## config.mk

```make
export PLATFORM = sky130hd
export DESIGN_NAME = wb_mprj_xbar
export DESIGN_NICKNAME = d
export VERILOG_FILES = /design/src/rtl/wb_mprj_xbar.sv
export SDC_FILE = /design/constraint.sdc
export NUM_CORES = 1
export LEC_CHECK = 0
export BUFFER_PORTS_ARGS = -buffer_cell sky130_fd_sc_hd__buf_2
export CORE_UTILIZATION = 39
export CTS_CLUSTER_SIZE = 28
export DETAILED_ROUTE_END_ITERATION = 10
export HOLD_SLACK_MARGIN = 0.1
export PLACE_DENSITY = 0.69
export SLEW_MARGIN = 5
export SYNTH_ARGS = -nofsm -noshare
export SYNTH_HDL_FRONTEND = slang
export SYNTH_SLANG_ARGS = --single-unit
```

## constraint.sdc

```tcl
create_clock -name clk_i -period 2.4 [get_ports clk_i]
set_clock_uncertainty 0.1 [all_clocks]
set_input_delay 0.24 -clock clk_i [delete_from_list [all_inputs] [get_ports clk_i]]
set_output_delay 0.24 -clock clk_i [all_outputs]
set_load 0.1 [all_outputs]
```

## src/rtl/wb_mprj_xbar.sv

```systemverilog
`default_nettype none
// ============================================================================
// Module   : wb_mprj_xbar
// Purpose  : Wishbone slave-side decoder/bridge that routes Caravel user-area
//            transfers to NUM_SLV targets, with timeout and error reporting.
// Revision : 1.0
// ============================================================================
module wb_mprj_xbar #(
    parameter int unsigned      NUM_SLV   = 4,
    parameter int unsigned      AW        = 32,
    parameter int unsigned      DW        = 32,
    parameter int unsigned      SEL_LSB   = 20,
    parameter int unsigned      IDX_W     = 2,
    parameter logic [AW-1:0]    BASE_ADDR = 32'h3000_0000,
    parameter int unsigned      TIMEOUT   = 255,
    parameter logic [DW-1:0]    ERR_DATA  = 32'hBADC_AB1E
) (
    input  logic                  clk_i,
    input  logic                  rst_ni,
    input  logic                  wbs_cyc_i,
    input  logic                  wbs_stb_i,
    input  logic                  wbs_we_i,
    input  logic [DW/8-1:0]       wbs_sel_i,
    input  logic [AW-1:0]         wbs_adr_i,
    input  logic [DW-1:0]         wbs_dat_i,
    output logic                  wbs_ack_o,
    output logic [DW-1:0]         wbs_dat_o,
    output logic [NUM_SLV-1:0]    m_stb_o,
    output logic                  m_we_o,
    output logic [DW/8-1:0]       m_sel_o,
    output logic [AW-1:0]         m_adr_o,
    output logic [DW-1:0]         m_dat_o,
    input  logic [NUM_SLV-1:0]    m_ack_i,
    input  logic [NUM_SLV*DW-1:0] m_dat_i,
    output logic                  err_irq_o,
    output logic [7:0]            err_cnt_o
);

    localparam int unsigned   CNT_W      = $clog2(TIMEOUT) + 1;
    localparam logic [CNT_W-1:0] CNT_LAST = CNT_W'(TIMEOUT - 1);

    typedef enum logic [1:0] {
        ST_IDLE = 2'd0,
        ST_REQ  = 2'd1,
        ST_RESP = 2'd2
    } state_t;

    state_t              state_q;
    logic [CNT_W-1:0]    wait_cnt_q;
    logic                ack_q;
    logic [DW-1:0]       dat_q;
    logic [NUM_SLV-1:0]  m_stb_q;
    logic                m_we_q;
    logic [DW/8-1:0]     m_sel_q;
    logic [AW-1:0]       m_adr_q;
    logic [DW-1:0]       m_dat_q;
    logic                irq_q;
    logic [7:0]          err_cnt_q;

    logic [IDX_W-1:0]    w_idx;
    logic                w_hi_ok;
    logic                w_idx_ok;
    logic                w_dec_err;
    logic [NUM_SLV-1:0]  w_onehot;
    logic                w_ack;
    logic [DW-1:0]       w_rdat;

    // Bits above the index field must equal the window base.
    assign w_idx     = wbs_adr_i[SEL_LSB +: IDX_W];
    assign w_hi_ok   = ((wbs_adr_i ^ BASE_ADDR) >> (SEL_LSB + IDX_W)) == '0;
    assign w_idx_ok  = 32'(w_idx) < NUM_SLV;
    assign w_dec_err = !(w_hi_ok && w_idx_ok);
    assign w_onehot  = NUM_SLV'(1) << w_idx;

    // Masking with the active strobe ignores acks from unselected targets.
    assign w_ack = |(m_ack_i & m_stb_q);

    always_comb begin
        w_rdat = '0;
        for (int i = 0; i < int'(NUM_SLV); i++) begin
            if (m_stb_q[i]) begin
                w_rdat = w_rdat | m_dat_i[i*DW +: DW];
            end
        end
    end

    always_ff @(posedge clk_i or negedge rst_ni) begin
        if (!rst_ni) begin
            state_q    <= ST_IDLE;
            wait_cnt_q <= '0;
            ack_q      <= 1'b0;
            dat_q      <= '0;
            m_stb_q    <= '0;
            m_we_q     <= 1'b0;
            m_sel_q    <= '0;
            m_adr_q    <= '0;
            m_dat_q    <= '0;
            irq_q      <= 1'b0;
            err_cnt_q  <= '0;
        end else begin
            ack_q <= 1'b0;
            irq_q <= 1'b0;
            case (state_q)
                ST_IDLE: begin
                    if (wbs_cyc_i && wbs_stb_i) begin
                        m_we_q     <= wbs_we_i;
                        m_sel_q    <= wbs_sel_i;
                        m_adr_q    <= wbs_adr_i;
                        m_dat_q    <= wbs_dat_i;
                        wait_cnt_q <= '0;
                        if (w_dec_err) begin
                            state_q <= ST_RESP;
                            ack_q   <= 1'b1;
                            dat_q   <= ERR_DATA;
                            irq_q   <= 1'b1;
                            if (err_cnt_q != 8'hFF) err_cnt_q <= err_cnt_q + 8'd1;
                        end else begin
                            state_q <= ST_REQ;
                            m_stb_q <= w_onehot;
                        end
                    end
                end
                ST_REQ: begin
                    if (!wbs_cyc_i) begin
                        m_stb_q <= '0;
                        state_q <= ST_IDLE;
                    end else if (w_ack) begin
                        m_stb_q <= '0;
                        dat_q   <= m_we_q ? '0 : w_rdat;
                        ack_q   <= 1'b1;
                        state_q <= ST_RESP;
                    end else if (wait_cnt_q == CNT_LAST) begin
                        m_stb_q <= '0;
                        dat_q   <= ERR_DATA;
                        ack_q   <= 1'b1;
                        irq_q   <= 1'b1;
                        state_q <= ST_RESP;
                        if (err_cnt_q != 8'hFF) err_cnt_q <= err_cnt_q + 8'd1;
                    end else begin
                        wait_cnt_q <= wait_cnt_q + CNT_W'(1);
                    end
                end
                ST_RESP: begin
                    state_q <= ST_IDLE;
                end
                default: begin
                    state_q <= ST_IDLE;
                end
            endcase
        end
    end

    assign wbs_ack_o = ack_q;
    assign wbs_dat_o = dat_q;
    assign m_stb_o   = m_stb_q;
    assign m_we_o    = m_we_q;
    assign m_sel_o   = m_sel_q;
    assign m_adr_o   = m_adr_q;
    assign m_dat_o   = m_dat_q;
    assign err_irq_o = irq_q;
    assign err_cnt_o = err_cnt_q;

endmodule
`default_nettype wire

```

After elaboration in Yosys (flattened, before gate mapping)
Index checks and enable logic that the tools add are counted.
- input bits: 205
- logic and storage cells: 86
- register bits after elaboration: 126
- output and inout port bits: 115
- multiplexer cells: 44
- shift-type cells: 1
- add/subtract/negate cells: 2
- eq/ne operators: 12
- reduce and logical (&&, ||, !) cells: 11
- bitwise gates (word level): 5
- operators by type and width (operator ; number):
    32-bit two-way mux ; 10
    32-bit bitwise OR ; 3
    32-bit case mux with 2 select lines ; 1
    8-bit two-way mux ; 6
    9-bit two-way mux ; 4
    32-bit logical NOT ; 1
    4-bit two-way mux ; 5
    9-bit case mux with 2 select lines ; 1
    8-bit case mux with 2 select lines ; 1
    2-bit != test (second input constant) ; 7
    2-bit two-way mux ; 5
    5-bit AND reduction ; 2
    9-bit by 1-bit adder with 9-bit output (second input constant) ; 1
    9-bit by 8-bit == test with 1-bit output (second input constant) ; 1
    8-bit by 1-bit adder with 8-bit output (second input constant) ; 1
    8-bit != test (second input constant) ; 1
    4-bit case mux with 2 select lines ; 1
    1-bit two-way mux ; 7
    6-bit AND reduction ; 1
    4-bit AND ; 1
    4-bit != test (second input constant) ; 1
    1-bit case mux with 2 select lines ; 2
    2-bit case mux with 2 select lines ; 1
    2-bit AND reduction ; 2
    other kinds (9) ; 9

Depth between registers and ports, before layout
Gate-level depths: netlist of run 1.
- depth in word-level cells: 11
- mapped depth: 9
- mapped depth without buffers: 7

Least setup slack after synthesis of run 1
OpenSTA, ideal clock, no wires.
- path type: register to register
- start point: register m_stb_q[2] (netlist: m_stb_o[2])
- end point: register dat_q[11] (netlist: wbs_dat_o[11])
- arrival time: 2.344 ns
- stages on the path, launching flop included: 8
- setup time: 0.125 ns
- period minus slack after synthesis: 2.569 ns
- path buffers: 3
- data required time: 2.175 ns
- slack: -0.169 ns
- cell sequence: dfrtp_1 > buf_2 > a22oi_1 > a21oi_1 > clkbuf_1 > clkbuf_1 > o21ai_0 > mux2_4
- word-level cells in the longest chain between the ends: 7
- elaborated cells on any way between the ends: 11
- classes of those cells: eq/ne (1); mux (6); bitwise (2); reduce/logical (2)
- ends and longest elaborated chain (element ; line ; source):
    start, declared ; 52 ; logic [NUM_SLV-1:0] m_stb_q;
    start signal, assigned ; 119 ; m_stb_q <= w_onehot;
    32-bit two-way mux ; 81 ; if (m_stb_q[i]) begin
    32-bit bitwise OR ; 82 ; w_rdat = w_rdat | m_dat_i[i*DW +: DW];
    32-bit two-way mux ; 81 ;
    32-bit two-way mux ; 129 ; dat_q <= m_we_q ? '0 : w_rdat;
    32-bit two-way mux ; 127 ; end else if (w_ack) begin
    32-bit two-way mux ; 124 ; if (!wbs_cyc_i) begin
    32-bit case mux with 2 select lines ; 103 ; case (state_q)
    end signal, assigned ; 129 ;
    end, declared ; 51 ; logic [DW-1:0] dat_q;
Several ways; a longest one is shown, not always the timed one. The select of a mux whose other input is x is not followed.
A chain may end at the register's enable or synchronous reset.

Worst setup path in the final report of run 1
- start point: input port wbs_adr_i[24]
- end point: register m_stb_q[2] (netlist: m_stb_o[2])
- word-level cells in the longest chain between the ends: 3
- ends and longest elaborated chain (element ; line ; source):
    start, declared ; 24 ; input logic [AW-1:0] wbs_adr_i,
    32-bit logical NOT ; 70 ; assign w_hi_ok = ((wbs_adr_i ^ BASE_ADDR) >> (SEL_LSB + IDX_W)) == '0;
    2-bit != test (no source line) ; - ;
    4-bit AND reduction (no source line) ; - ;
Every way passes these cells.

==> qor.txt, run 1 <==
DR WL/cell = 16.9 um
worst min path class = primary input to register
clock-pin slew on the worst setup and hold paths = 0.06 ns
P&R area growth vs syn = 52.3%
max cap viols = 0
Finished Cell Area = 9170 um2
Die Y = 126 um
CTS tree = done
Clk Latency, worst-skew pair = 0.42 ns
Pleak = 4.73 nW
worst reg2reg path startpoint = wait_cnt_q[0]
maximum vdd drop = 0.000686 V
GR Layer Usage met2 = 0.438
dpl hpwl = 13.5 mm
layout cell share with drive strength beyond 1 = 0.413
HP Start = m_dat_i[90]
RSZ-0062 raised after global routing = no
count of final max-slew check failures = 0
CTS Buffer Depth = 2
vias = 6045
Crit Path Category = primary input to register
Final Non-Filler Cells = 1201
final antenna-violating net count = 0
Tot GR Track Use = 0.257
Rows = 45
final worst-path cycle share = 0.971
Initial DRC Count = 272
Starting Density = 0.398
met1 global-route usage = 0.300
PwrDens = 846 nW/um2
antenna violations before repair = 3
hold endpoint = wbs_dat_o[26]
syn_area_per_cell = 9.83 um2
Synth cell types = 47
Ys Warns = 0
CP max FO = 5
drt via density = 5.03
Sink Count = 126
first-pass GRT wire length = 31.2 mm
core footprint = 15100 um2
pin count of the biggest net entering global routing = 77
CP max stage delay = 0.53 ns
delay-heaviest family, CP = simple AND/OR/NAND/NOR gates
worst-margin pin slew = 0.774 ns
gpl congestion = 0.793
TritonCTS Buffers = 17
Die ar. = 15900 um2
reg2reg setup slack = 0.22 ns
Slew HR = 0.484
highest clock rate = 429 MHz
r2r endpoint = err_cnt_o[7]
CP required = 2.60 ns
total grt overflow = 0
Slowest-stage cell, CP = dlygate4sd3_1
Post-route DRC = 0
crit path time final = 2.33 ns
fin nets = 1206
Netlist Area Pre-Place = 6020 um2
DR pass1 iterations = 4
Hold Fails Final Rpt = 0
Worst setup SP type = primary input
Worst Path Arrival = 2.53 ns
synthesis-stage register bit count = 126
syn nets = 821
Die X = 126 um
H-tree Lvls = 4
cells after synthesis = 613
final wirelength = 20.3 mm
Crit. Startpoint = wbs_adr_i[24]
port buffer count = 319
clock root buffer = clkbuf_16
number of enable flip-flop cells after synthesis = 0
Async S/R FF share, synth = 1.00
vias in the first global route = 5980
R2R depth = 8
Hold Path Depth = 4
Cell Area, Placed = 7840 um2
TNS Setup = 0 ns
CP Cell Sequence = dlygate4sd3_1 > buf_2 > or4_4 > nor4_4 > buf_4 > a31oi_1 > nor3_2 > mux2_1
io pins = 320
worst path bufs/invs = 3
run status = complete, no violations
Setup-failing EPs final = 0
Post-Place Cells = 1095
Post-synth top flop = dfrtp_1
post-layout util = 0.606
M3 GR Usage = 0.0782
register area share after synthesis = 0.523
Crit. End Element = register
global-route layer with the greatest usage = met2
## per-stage QoR
stage / setup WS (ns) / hold WS (ns) / power (mW)
global placement: 0.0723 / 0.132 / 5.03
floorplan: 0.0264 / -0.156 / 4.47
CTS: 0.0755 / 0.118 / 7.81
detailed placement: 0.0631 / 0.130 / 5.04
finish: 0.0688 / 0.145 / 7.76
global route: 0.00365 / 0.147 / 8.06
## sequential cells by signal, indices dropped and copies added, names as in the netlist
name / flops
m_adr_o: 32
m_dat_o: 32
wbs_dat_o: 32
wait_cnt_q: 9
err_cnt_o: 8
m_sel_o: 4
m_stb_o: 4
state_q: 2
err_irq_o: 1
m_we_o: 1
wbs_ack_o: 1
## worst reg2reg max path: stages, from the launching register on
cell and delay [ns]:
dfrtp_1 0.44, inv_1 0.08, ha_1 0.14, nand4b_1 0.13, o21ba_2 0.22, a2111o_1 0.42
buf_4 0.18, nor3_1 0.21, xor2_1 0.18
## final cells by class
class	instances	area [um2]
Clock buffer	18	439
Timing Repair Buffer	410	2510
Clock inverter	14	168
Fill cell	1283	5970
Sequential cell	126	3160
Antenna cell	2	5.00
Inverter	5	18.8
Multi-Input combinational cell	438	2640
Tap cell	188	235
## synth_stat cells (2+ instances only)
cell type	count	area (um2)
nand2_1	219	822
dfrtp_1	126	3150
clkbuf_1	30	113
a22oi_1	28	210
mux2_4	28	420
o21ai_0	27	135
a21oi_1	20	100
a221oi_1	19	166
a22o_1	19	166
nor2_1	12	45.0
buf_2	7	35.0
nand3_1	6	30.0
xor2_1	6	52.6
inv_1	5	18.8
mux2_2	5	56.3
mux2_1	4	45.0
nor3_1	4	20.0
or3_1	4	25.0
buf_1	3	11.3
buf_12	3	60.1
ha_1	3	37.5
nand2b_1	3	18.8
o31ai_1	3	22.5
or4_1	3	22.5
a31oi_1	2	12.5
nand4_1	2	12.5
nor3b_1	2	15.0
## placed cells by master (no fill, tap or decap), types with 17 or more instances in the layout
cell and instances:
nand2_1 219, dlygate4sd3_1 71, a22oi_1 28, o21ai_0 27, a22o_1 19, buf_2 318
clkbuf_16 17, dfrtp_1 121, a21oi_1 20, mux2_4 28, a221oi_1 19
## layer usage
metal / up-vias / share of wire / routed length (um)
li1: 2895 / - / -
met1: 2856 / 0.41 / 8290
met2: 252 / 0.49 / 9870
met3: 42 / 0.073 / 1490
met4: 0 / 0.030 / 608
met5: - / 0 / 0
## repair_timing
item / CTS / global route
hold endpoints to repair: 139 / 0
setup buffers: 0 / 1
gates resized for setup: 0 / 1
setup endpoints to repair: 0 / 3
hold buffers: 71 / 0
## worst max-delay path by stage
stage,endpoint,slack [ns],cells after the start
2_1_floorplan,err_cnt_o[5],0.03,7
3_3_place_gp,wbs_dat_o[18],0.07,6
3_5_place_dp,wbs_dat_o[18],0.06,6
4_1_cts,wbs_dat_o[18],0.08,7
5_1_grt,m_stb_o[0],0.004,8
6_report,m_stb_o[2],0.07,8
## power breakdown
part,total [mW],internal [mW],leakage (nW),switching (mW)
clock network,2.65,1.66,0.280,0.991
logic,2.61,0.503,2.91,2.10
registers,2.51,2.35,1.53,0.157
## logic make-up (layout without fill, tap and decap cells)
kind of cell,count (synthesis),count (layout),share of synthesized area
compound gates,125,125,0.146
xor+xnor,7,7,0.0102
fa+ha+maj,3,3,0.00623
buf+inv,49,447,0.0413
flops,126,126,0.523
mux,37,37,0.0866
other cells,0,2,0
simple gates,266,266,0.187
(Power assumes the default switching activity.)
==> inputs of run 2 (changes only) <==
ABC_AREA = 1   (was default)
PLACE_DENSITY = 0.68   (was 0.69)
==> run 2 against run 1 <==
Highest routed layer unchanged. Largest power group is now combinational cells. Total power is 19% higher. Clock power down 5%. Critical endpoint is now wait_cnt_q[3]. Critical path depth is 2 lower. Utilization fell by 1.0 points. Non-clock buffer count is 6 lower.
==> qor.txt, run 2 <==
post-cts resize count = 0
number of enable flip-flop cells after synthesis = 0
Worst Path Arrival = 2.20 ns
Slew HR = 0.649
CTS tree = done
CP required = 2.59 ns
layout cell share with drive strength beyond 1 = 0.406
CP max FO = 17
register share of total power = 0.289
Initial DRC Count = 382
count of final max-slew check failures = 0
Netlist Area Pre-Place = 6400 um2
P&R area growth vs syn = 48.2%
run status = complete, no violations
pin count of the biggest net entering global routing = 52
gpl congestion = 0.831
Post-synth top flop = dfrtp_1
post-synthesis adder-cell area fraction = 0.00586
highest clock rate = 499 MHz
post-synthesis mux area share = 0.116
cells after synthesis = 718
Cell Area, Placed = 8210 um2
Sw Share = 0.478
vias in the first global route = 6081
TritonCTS Buffers = 17
synth cell count leaders = 267 x nand2_1, 126 x dfrtp_1, 55 x mux2_2, 54 x nand3_1, 33 x nor2_1
DR pass1 iterations = 5
RSZ-0062 raised after global routing = no
PwrDens = 970 nW/um2
DR WL/cell = 15.7 um
worst-margin pin slew = 0.524 ns
synth top area cells = dfrtp_1 49%, nand2_1 16%, mux2_2 9.7%
routed length on met3 = 1.47 mm
port buffer count = 319
CP Cell Sequence = nand2_2 > nand2_2 > o21ai_4 > nand4_1 > nand2_1 > o21ai_2
Crit. End Element = register
largest area contributor in the netlist = dfrtp_1
Worst setup SP type = register
WL met2 = 10.6 mm
Hold Buf Count CTS = 71
final antenna-violating net count = 0
worst min path class = primary input to register
Slowest-stage cell, CP = nand4_1
CTS Buffer Depth = 2
total grt overflow = 0
Pleak = 4.91 nW
fin nets = 1310
Synth cell types = 33
final wirelength = 20.8 mm
Die X = 130 um
core footprint = 15900 um2
dpl hpwl = 14.4 mm
Die ar. = 16900 um2
Starting Density = 0.402
syn_area_per_cell = 8.92 um2
crit path time final = 2.00 ns
Compound-Gate Fraction of Synth Area = 0.0549
Clk Latency, worst-skew pair = 0.41 ns
first-pass GRT wire length = 30.9 mm
final worst-path cycle share = 0.835
Post-route DRC = 0
commonest non-fill, non-tap cell in the layout = buf_2
Die Y = 130 um
Reg area = 3150 um2
CP max stage delay = 0.53 ns
most frequent cells in the layout = 317 x buf_2, 267 x nand2_1, 126 x dfrtp_1
syn nets = 926
vias = 6443
Clock power frac = 0.273
register area share after synthesis = 0.492
Tot GR Track Use = 0.241
cell with the most instances after synthesis = nand2_1
antenna violations before repair = 0
Ys Warns = 0
area share of xor/xnor cells in the synthesized design = 0.0137
internal cell power = 4.80 mW
Routed met1 length = 8.45 mm
total inserted antenna cells = 0
Rows = 46
main combinational cell family by area after synthesis = simple AND/OR/NAND/NOR gates
Finished Cell Area = 9490 um2
Crit Path Category = register to register
logic gate share of total power = 0.438
max cap viols = 0
Async S/R FF share, synth = 1.00
Setup-failing EPs final = 0
Simple-Gate Fraction of Synth Area = 0.271
io pins = 320
maximum vdd drop = 0.000831 V
drt via density = 4.84
synthesis-stage register bit count = 126
Setup Buffers After CTS = 0
CP most frequent cell = nand2_2
Max Used Layer = met4
Hold Fails Final Rpt = 0
Fillers = 1408
area of the multi-input gates = 2950 um2
clock-pin slew on the worst setup and hold paths = 0.06 ns
H-tree Lvls = 4
Switch Pwr = 4.40 mW
clock root buffer = clkbuf_16
TNS Setup = 0 ns
Synth top area share = 0.492
Sink Count = 126
run 2: power by group through the flow:
stage                     Sequential (mW)  Combinational (mW)  Clock, mW
after floorplan                      4.97               0.790          0
after global placement               2.66                3.91          0
after detailed placement             2.68                3.92          0
after CTS                            2.65                4.02       2.55
after global routing                 2.70                4.20       2.66
final                                2.66                4.03       2.52
run 2: worst paths after layout:
check / start / end / slack (ns) / cells after the start
max in group asynchronous: rst_ni / err_irq_o / 1.30 / 3
min: wbs_cyc_i / err_irq_o / 0.11 / 3
min in group asynchronous: rst_ni / wbs_ack_o / 0.25 / 2
max reg2reg: m_stb_o[1] / wait_cnt_q[3] / 0.40 / 6
max: m_stb_o[1] / wait_cnt_q[3] / 0.40 / 6
min reg2reg: m_adr_o[21] / m_adr_o[21] / 0.38 / 2
run 2: final cells by class:
cell class | instances | share of cell area
clock buffer | 18 | 0.0452
clock inverter | 14 | 0.0153
timing repair buffer | 404 | 0.259
tap | 216 | 0.0285
inverter | 23 | 0.00909
multi-input combinational | 530 | 0.311
sequential | 126 | 0.332
run 2: critical path, delay by kind of cell (launching register included):
kind            cells  cell delay, ns
simple gates        4            0.87
compound gates      2            0.52
flops               1            0.38
run 2: per-stage QoR:
step | total power, mW | std cells | hold slack [ns] | utilization | worst slack (ns)
final | 9.21 | 1331 | 0.108 | 0.595 | 0.396
after global routing | 9.56 | 1331 | 0.131 | 0.595 | 0.221
after CTS | 9.22 | 1331 | 0.102 | 0.595 | 0.338
after detailed placement | 6.60 | 1228 | 0.153 | 0.515 | 0.344
after global placement | 6.57 | 1228 | 0.142 | 0.515 | 0.393
after floorplan | 5.76 | 718 | -0.156 | - | 0.278
run 2: routing by layer:
metal  track usage  vias to the layer above
met5             0                        -
met2         0.428                      249
li1              -                     3138
met4        0.0670                        0
met1         0.284                     3030
met3        0.0652                       26
run 2: kinds of logic (layout without fill, tap and decap cells):
logic type      count (synthesis)  after routing
buf+inv                        62            459
compound gates                 51             51
mux                            66             66
xor+xnor                       10             10
fa+ha+maj                       3              3
flops                         126            126
simple gates                  400            400
